### src/rtl/cgra_cfg_pkg.sv
// rtl/cgra_cfg_pkg.sv - shared types and constants for the CGRA config sequencer
package cgra_cfg_pkg;

  // Sequencer FSM states
  typedef enum logic [2:0] {
    ST_IDLE,
    ST_FETCH,
    ST_HOLD,
    ST_SETTLE,
    ST_DONE
  } cfg_state_t;

  localparam int CFG_PAIR_ADDR_W = 32;
  localparam int CFG_PAIR_DATA_W = 32;

  // Address value that means "nothing on the bus"
  localparam logic [CFG_PAIR_ADDR_W-1:0] CFG_IDLE_ADDR = '0;

  // One configuration pair as delivered by the bitstream source
  typedef struct packed {
    logic [CFG_PAIR_ADDR_W-1:0] addr;
    logic [CFG_PAIR_DATA_W-1:0] data;
    logic                       last;
  } cfg_pair_t;

  // Number of bits needed to hold values 0..max_val (never less than 1)
  function automatic int cfg_cnt_width(input int max_val);
    int w;
    w = 1;
    while ((1 << w) <= max_val) w++;
    return w;
  endfunction

endpackage

### src/rtl/cfg_down_counter.sv
// rtl/cfg_down_counter.sv - loadable down-counter with zero flag, shared by HOLD and SETTLE
module cfg_down_counter #(
  parameter int W = 4
) (
  input  logic         i_clk,
  input  logic         i_reset,
  input  logic         i_load,
  input  logic [W-1:0] i_load_val,
  input  logic         i_dec,
  output logic         o_zero
);

  logic [W-1:0] r_count;

  // Load wins over decrement; the count parks at zero instead of wrapping
  always_ff @(posedge i_clk) begin
    if (i_reset) begin
      r_count <= '0;
    end else if (i_load) begin
      r_count <= i_load_val;
    end else if (i_dec && (r_count != '0)) begin
      r_count <= r_count - 1'b1;
    end
  end

  assign o_zero = (r_count == '0);

endmodule

### src/rtl/cgra_config_sequencer.sv
// rtl/cgra_config_sequencer.sv - drives (addr, data) config pairs onto the CGRA config bus
module cgra_config_sequencer
  import cgra_cfg_pkg::*;
#(
  parameter int ADDR_W        = 32,
  parameter int DATA_W        = 32,
  parameter int HOLD_CYCLES   = 1,
  parameter int SETTLE_CYCLES = 4,
  parameter int CNT_W         = 16
) (
  input  logic              clk_in,
  input  logic              reset_in,
  input  logic              start_in,
  input  logic              cfg_valid_in,
  output logic              cfg_ready_out,
  input  logic [ADDR_W-1:0] cfg_addr_in,
  input  logic [DATA_W-1:0] cfg_data_in,
  input  logic              cfg_last_in,
  output logic [ADDR_W-1:0] config_addr_out,
  output logic [DATA_W-1:0] config_data_out,
  output logic              busy_out,
  output logic              config_done_out,
  output logic [CNT_W-1:0]  word_count_out
);

  // One timer serves both intervals, so it is sized for the larger one
  localparam int TMR_MAX = (HOLD_CYCLES > SETTLE_CYCLES) ? HOLD_CYCLES : SETTLE_CYCLES;
  localparam int TMR_W   = cfg_cnt_width(TMR_MAX);
  localparam logic [TMR_W-1:0] HOLD_LOAD   = TMR_W'(HOLD_CYCLES - 1);
  localparam logic [TMR_W-1:0] SETTLE_LOAD = TMR_W'((SETTLE_CYCLES > 0) ? SETTLE_CYCLES - 1 : 0);
  localparam logic [ADDR_W-1:0] IDLE_ADDR  = ADDR_W'(CFG_IDLE_ADDR);

  cfg_state_t          r_state;
  logic                r_ready;
  logic [ADDR_W-1:0]   r_addr;
  logic [DATA_W-1:0]   r_data;
  logic                r_last;
  logic                r_busy;
  logic                r_done;
  logic [CNT_W-1:0]    r_count;

  cfg_state_t          w_state;
  logic                w_ready;
  logic [ADDR_W-1:0]   w_addr;
  logic [DATA_W-1:0]   w_data;
  logic                w_last;
  logic                w_busy;
  logic                w_done;
  logic [CNT_W-1:0]    w_count;
  logic                w_tmr_load;
  logic [TMR_W-1:0]    w_tmr_val;
  logic                w_tmr_dec;
  logic                w_tmr_zero;

  cfg_down_counter #(
    .W(TMR_W)
  ) u_tmr (
    .i_clk      (clk_in),
    .i_reset    (reset_in),
    .i_load     (w_tmr_load),
    .i_load_val (w_tmr_val),
    .i_dec      (w_tmr_dec),
    .o_zero     (w_tmr_zero)
  );

  // Next-state and next-output decode; every output is registered below
  always_comb begin
    w_state    = r_state;
    w_ready    = r_ready;
    w_addr     = r_addr;
    w_data     = r_data;
    w_last     = r_last;
    w_busy     = r_busy;
    w_done     = r_done;
    w_count    = r_count;
    w_tmr_load = 1'b0;
    w_tmr_val  = HOLD_LOAD;
    w_tmr_dec  = 1'b0;

    case (r_state)
      ST_IDLE, ST_DONE: begin
        if (start_in) begin
          w_state = ST_FETCH;
          w_ready = 1'b1;
          w_busy  = 1'b1;
          w_done  = 1'b0;
          w_count = '0;
          w_addr  = IDLE_ADDR;
          w_data  = '0;
        end
      end

      ST_FETCH: begin
        w_ready = 1'b1;
        w_addr  = IDLE_ADDR;
        w_data  = '0;
        if (cfg_valid_in && r_ready) begin
          w_state    = ST_HOLD;
          w_ready    = 1'b0;
          w_addr     = cfg_addr_in;
          w_data     = cfg_data_in;
          w_last     = cfg_last_in;
          w_count    = (r_count == '1) ? r_count : r_count + 1'b1;
          w_tmr_load = 1'b1;
          w_tmr_val  = HOLD_LOAD;
        end
      end

      ST_HOLD: begin
        if (w_tmr_zero) begin
          w_addr = IDLE_ADDR;
          w_data = '0;
          if (r_last) begin
            if (SETTLE_CYCLES == 0) begin
              w_state = ST_DONE;
              w_busy  = 1'b0;
              w_done  = 1'b1;
            end else begin
              w_state    = ST_SETTLE;
              w_tmr_load = 1'b1;
              w_tmr_val  = SETTLE_LOAD;
            end
          end else begin
            // Always pass through FETCH, which guarantees one idle bus cycle between words
            w_state = ST_FETCH;
            w_ready = 1'b1;
          end
        end else begin
          w_tmr_dec = 1'b1;
        end
      end

      ST_SETTLE: begin
        if (w_tmr_zero) begin
          w_state = ST_DONE;
          w_busy  = 1'b0;
          w_done  = 1'b1;
        end else begin
          w_tmr_dec = 1'b1;
        end
      end

      default: begin
        w_state = ST_IDLE;
        w_ready = 1'b0;
        w_busy  = 1'b0;
        w_addr  = IDLE_ADDR;
        w_data  = '0;
      end
    endcase
  end

  // State and output registers; reset clears everything so no partial word survives
  always_ff @(posedge clk_in) begin
    if (reset_in) begin
      r_state <= ST_IDLE;
      r_ready <= 1'b0;
      r_addr  <= IDLE_ADDR;
      r_data  <= '0;
      r_last  <= 1'b0;
      r_busy  <= 1'b0;
      r_done  <= 1'b0;
      r_count <= '0;
    end else begin
      r_state <= w_state;
      r_ready <= w_ready;
      r_addr  <= w_addr;
      r_data  <= w_data;
      r_last  <= w_last;
      r_busy  <= w_busy;
      r_done  <= w_done;
      r_count <= w_count;
    end
  end

  assign cfg_ready_out   = r_ready;
  assign config_addr_out = r_addr;
  assign config_data_out = r_data;
  assign busy_out        = r_busy;
  assign config_done_out = r_done;
  assign word_count_out  = r_count;

endmodule

### config.mk
export PLATFORM = sky130hd
export DESIGN_NAME = cgra_config_sequencer
export DESIGN_NICKNAME = d
export VERILOG_FILES = /design/src/rtl/cgra_cfg_pkg.sv /design/src/rtl/cfg_down_counter.sv /design/src/rtl/cgra_config_sequencer.sv
export SDC_FILE = /design/constraint.sdc
export NUM_CORES = 1
export LEC_CHECK = 0
export BUFFER_PORTS_ARGS = -buffer_cell sky130_fd_sc_hd__buf_2
export CAP_MARGIN = 20
export CORE_ASPECT_RATIO = 2
export CORE_MARGIN = 10
export CORE_UTILIZATION = 45
export DETAILED_ROUTE_END_ITERATION = 10
export GPL_TIMING_DRIVEN = 0
export PLACE_DENSITY = 0.76
export SLEW_MARGIN = 20
export SYNTH_ARGS = -nofsm -noshare
export SYNTH_HDL_FRONTEND = slang
export SYNTH_SLANG_ARGS = --single-unit
### constraint.sdc
create_clock -name clk_in -period 3.8 [get_ports clk_in]
set_input_delay 0.19 -clock clk_in [delete_from_list [all_inputs] [get_ports clk_in]]
set_output_delay 0.19 -clock clk_in [all_outputs]
set_load 0.005 [all_outputs]
# After elaboration in Yosys (flattened, before gate mapping)
# Index checks and enable logic that the tools add are counted.
# word_totals
ff_bits,90
input_bits,69
out_inout_bits,83
# classes
addsub,2
eq_ne,11
mux,37
bitwise,2
n_reduce_logical,18
# op_table
cell,count
$pmux 32 s4,2
$mux 32,4
$mux 16,3
$pmux 16 s2,1
$mux 3,6
$add 16x1->16 const B,1
$eq 16x16->1 const B,1
$mux 1,12
$pmux 3 s4,1
$reduce_and 4->1,3
$reduce_and 3->1,3
$mux 2,4
$ne 2x2->1 const B,4
$eq 3x2->1 const B,2
$logic_not 3->1,2
$reduce_bool 2->1,3
$reduce_or 2->1,3
$ne 2x1->1 const B,2
$pmux 1 s2,2
$pmux 1 s4,1
$eq 3x1->1 const B,1
$eq 3x3->1 const B,1
$pmux 1 s3,1
$reduce_bool 3->1,1
4 further kinds,6

# Depth between registers and ports, before layout
# logic_depth
word_depth,6
mapped_depth,10
ltp_nobuf,7

# Modules after synthesis
# Synthesis repeated with hierarchy kept, for this count alone.
# hier_totals
hier_cells,395
area_unflattened_um2,3567.2
# by_module_without_submodules
mod,n_inst,cells_per_inst,area_per_inst_um2,seq_area_each_um2
cgra_config_sequencer,1,374,3384.5,1741.7
cfg_down_counter,1,21,182.7,60.1

# Worst setup path before layout
# No wires, ideal clock.
# synth_timing
kind,register to register
from,"register r_count[1], in the netlist word_count_out[1]"
to,"register r_count[0], in the netlist word_count_out[0]"
setup_ns,0.083
arrival_time_ns,1.855
slack_ns,1.862
stages_incl_launch_ff,7
synth_period_minus_slack_ns,1.938
cell_sequence,dfxtp_1 ha_1 nand4_4 or4_4 o21a_4 buf_6 o31ai_4
# synth_between
elab_chain_cells,3
# synth_lines
item,line_no,source
from (decl),cgra_config_sequencer.sv:40,logic [CNT_W-1:0] r_count;
from (signal assigned),cgra_config_sequencer.sv:172,r_count <= w_count;
$eq 16x16->1,cgra_config_sequencer.sv:103,w_count = (r_count == '1) ? r_count : r_count + 1'b1;
$ne 2x2->1 (no line),n/a,
$reduce_and 4->1 (no line),n/a,
# No other way between the ends.
# A chain may end at the register's enable or synchronous reset.

# Worst setup path in the final report
# layout_timing
from,register u_tmr.r_count[0]
to,"register r_addr[15], in the netlist config_addr_out[15]"
# layout_between
elab_chain_cells,3
# layout_lines
item,line_no,source
from (decl),cfg_down_counter.sv:13,logic [W-1:0] r_count;
from (signal assigned),cfg_down_counter.sv:20,r_count <= i_load_val;
from (signal assigned),cfg_down_counter.sv:22,r_count <= r_count - 1'b1;
$logic_not 3->1,cfg_down_counter.sv:26,assign o_zero = (r_count == '0);
$ne 2x1->1 (no line),n/a,
$reduce_and 3->1 (no line),n/a,
to (signal assigned),cgra_config_sequencer.sv:167,r_addr <= w_addr;
to (decl),cgra_config_sequencer.sv:35,logic [ADDR_W-1:0] r_addr;
# No other way between the ends.

==> flow_summary.yaml <==
die:
  num_io_pins: 152
  placementRows: 46
  die_h_um: 148
  core-area_sq_um: 7940
  die_w_um: 84.0
  initial_core_util_pct: 46.4
  dieArea_sq_um: 12400
pwr:
  pwr_density_cell_nw_per_um2: 434
  internal_power_w: 0.00163
  clkPwrFrac_pct: 45.1
  p_sw_share_pct: 23.1
  pwr-share-comb_pct: 9.1
  ir_drop_mv: 0.270
  power.leakage_nw: 2.16
  p_switching_w: 0.000491
  pwr-share-seq_pct: 45.7
clocking:
  root_buffer: "clkbuf_16"
  clk_pin_slew_ns: 0.07
  cts_hold_buf: 0
  cts-resized-gates: 0
  post-cts-setup-buffer-count: 0
  insertion_delay_ns: 0.34
  cts_tree: "done"
  cts_inserted_buffers: 9
  cts_buffer_depth: 2
  htreeDepth: 3
  clkSinkCount: 90
sta:
  rsz0062_at_grt: "false"
  period_minus_slack_ns: 2.37
  finClkSkew_ns: 0.00828
  maxSlewViolCount: 0
  setup-violations-final: 0
  tns_ns: 0
  whs_ns: 0.0957
  max_slew_margin_pct: 48.0
  tightest_slew_ns: 0.769
  finalHoldViolations: 0
  fin_ws_ns: 1.43
  fin_crit_sh_pct: 62.4
  fmax_mhz: 422
global_routing:
  grt_pass1_wl_um: 18600
  grt_max_degree: 16
  overflow: 0
  antenna_found_initial: 0
  globalRouteTotalUtil_pct: 17.9
  grt_pass1_vias: 3946
critical_path:
  timing.rr.start: "u_tmr.r_count[0]$_SDFFE_PP0P_"
  start_kind: "flip-flop"
  startpoint: "u_tmr.r_count[0]$_SDFFE_PP0P_"
  r2r-end: "config_addr_out[15]$_SDFFE_PP0P_"
  end_kind: "flip-flop"
  crit_slowest_cell: "clkbuf_1"
  worstPathArrival_ns: 2.64
  crit_type: "flip-flop to flip-flop"
  required_ns: 4.07
  reg2reg_depth: 10
  critPathMostFrequentCell: "clkbuf_1"
  crit_chain: "inv_1 > ha_1 > ha_1 > clkbuf_1 > nand2b_1 > a21o_1 > clkbuf_1 > clkbuf_1 > a22oi_1 > nor2_1"
  critical_path.max_stage_delay_ns: 0.42
  r2r_setup_slack_ns: 1.43
  crit_fanout: 10
logic_synthesis:
  yosys.area_share.simple_pct: 20.9
  synth_top_area_share_pct: 48.9
  syn_nets: 471
  syn_area_sq_um: 3680
  yosys.area_share.adder_pct: 1.02
  ys.flop_type: "dfxtp_1"
  netlist_instances: 399
  yosysTopAreaCell: "dfxtp_1"
  muxShareOfSynthArea_pct: 0.272
  avgSynthCellArea_sq_um: 9.24
  synth_top_family_by_area: "compound AO/OA/AOI/OAI gates"
  synthDistinctLibCells: 55
  synth-compound-area-share_pct: 24.0
  synth_edf_count: 0
  synth.area.top_cells: "dfxtp_1 (49%), a22oi_1 (13%), nor2_1 (7.4%), clkbuf_1 (2.2%), o211ai_2 (2.0%)"
  synth_xor_area_share_pct: 0.238
  ys_seq_area_share_pct: 48.9
  synth_seq_cells: 90
  async_flop_share_pct: 0
  yosys_warnings: 0
worst_hold_path:
  worstHoldStart: "cfg_last_in"
  hp-class: "primary input to flip-flop"
  hold_depth: 3
  min_to: "r_last$_SDFFE_PP0P_"
cells_and_area:
  nFillCells: 713
  mostFrequentLayoutCells: "buf_2 (160), dfxtp_1 (90), nor2_1 (73)"
  diodes: 0
  final_nets: 633
  drive_above_1_share_pct: 33.9
  area_growth_pct: 32.7
  final_common_cell: "buf_2"
  final-seq-area_sq_um: 1800
  postLayoutCellArea_sq_um: 4890
  multi_input_area_sq_um: 1710
  final_cells: 662
run:
  maxCapViolCount: 0
placement:
  place_congestion: 0.887
  dpl_cell_area_sq_um: 4560
  portBuffers: 151
  dp_cells: 646
  pre_cts_slack_ns: 1.41
  dpl.hpwl_um: 9100
routing:
  routed_wl_um: 11700
  routedWlPerCell_um: 17.6
  drcViolationCount: 0
  num_vias: 3748
  postRouteAntennaNets: 0
  drtIter0Drc: 249
  via_per_inst: 5.66
  drt-pass1-iter-count: 4
outcome:
  status: "finished clean"
## metal layers
metal  vias up  wire (um)  global-route usage (%)
met5         -          0                       0
met4         0        534                    12.3
met3        44        759                    5.50
met2       170       6160                    31.6
met1      1749       4210                    17.3
li1       1785          -                       -
## synthesized netlist by cell type, drive strengths merged, types with 3 or more instances
cell,n
a21oi,10
a22oi,64
a311oi,3
and3,4
and4,3
buf,10
clkbuf,22
dfxtp,90
ha,3
inv,9
nand2,10
nand2b,11
nand3,13
nand3b,3
nand4,4
nor2,74
nor3,9
nor4,3
o211ai,10
o21a,4
o21ai,7
or3b,3
## how the worst max path moves through the flow
stage | end | slack [ns] | cells after the start
CTS | config_addr_out[15]$_SDFFE_PP0P_ | 1.38 | 10
global route | config_addr_out[15]$_SDFFE_PP0P_ | 1.14 | 10
detailed placement | config_addr_out[15]$_SDFFE_PP0P_ | 1.41 | 10
global placement | config_addr_out[0]$_SDFFE_PP0P_ | 1.47 | 10
finish | config_addr_out[15]$_SDFFE_PP0P_ | 1.43 | 10
floorplan | word_count_out[0]$_SDFFE_PP0P_ | 1.86 | 6
## sequential cells by signal, summed over array words and instances, names as in the netlist
signal           cells
config_done_out      1
busy_out             1
config_addr_out     32
r_last               1
r_state              3
u_tmr.r_count        3
config_data_out     32
cfg_ready_out        1
word_count_out      16
## cell families (layout without fill, tap and decap cells)
group | Yosys count | count (layout)
XOR/XNOR | 1 | 1
adder cells (fa/ha/maj) | 3 | 3
flip-flops | 90 | 90
buffers and inverters | 41 | 208
AND/OR/NAND/NOR | 149 | 149
AO/OA/AOI/OAI | 114 | 114
multiplexers | 1 | 1
## area by class of cell
type | instances | share of cell area, %
flip-flops and latches | 90 | 36.8
well taps | 96 | 2.46
inverters | 9 | 0.691
clock inverters | 6 | 1.84
clock buffers | 10 | 4.89
repair buffers | 151 | 15.5
plain buffers | 32 | 2.84
multi-input cells | 268 | 35.0
## through the flow
stage	total power, W	utilization [%]
final	0.00212	61.6
after floorplan	0.00110	-
after global placement	0.00118	57.4
after global routing	0.00220	61.6
after CTS	0.00215	61.6
after detailed placement	0.00119	57.4
## power by group through the flow
| stage | Clock, W | Sequential [W] | Combinational [W] |
|---|---|---|---|
| 5_1_grt | 0.00102 | 0.000972 | 0.000215 |
| 2_1_floorplan | 0 | 0.000991 | 0.000108 |
| 3_5_place_dp | 0 | 0.000991 | 0.000194 |
| 4_1_cts | 0.000981 | 0.000970 | 0.000195 |
| 6_report | 0.000958 | 0.000971 | 0.000193 |
| 3_3_place_gp | 0 | 0.000991 | 0.000188 |
## critical path, delay by kind of cell (launching register included)
kind | cells | cell delay [ns]
AO/OA/AOI/OAI | 2 | 0.28
adder cells (fa/ha/maj) | 2 | 0.36
buffers and inverters | 4 | 1.08
flip-flops | 1 | 0.34
AND/OR/NAND/NOR | 2 | 0.23
(Power assumes the default switching activity.)
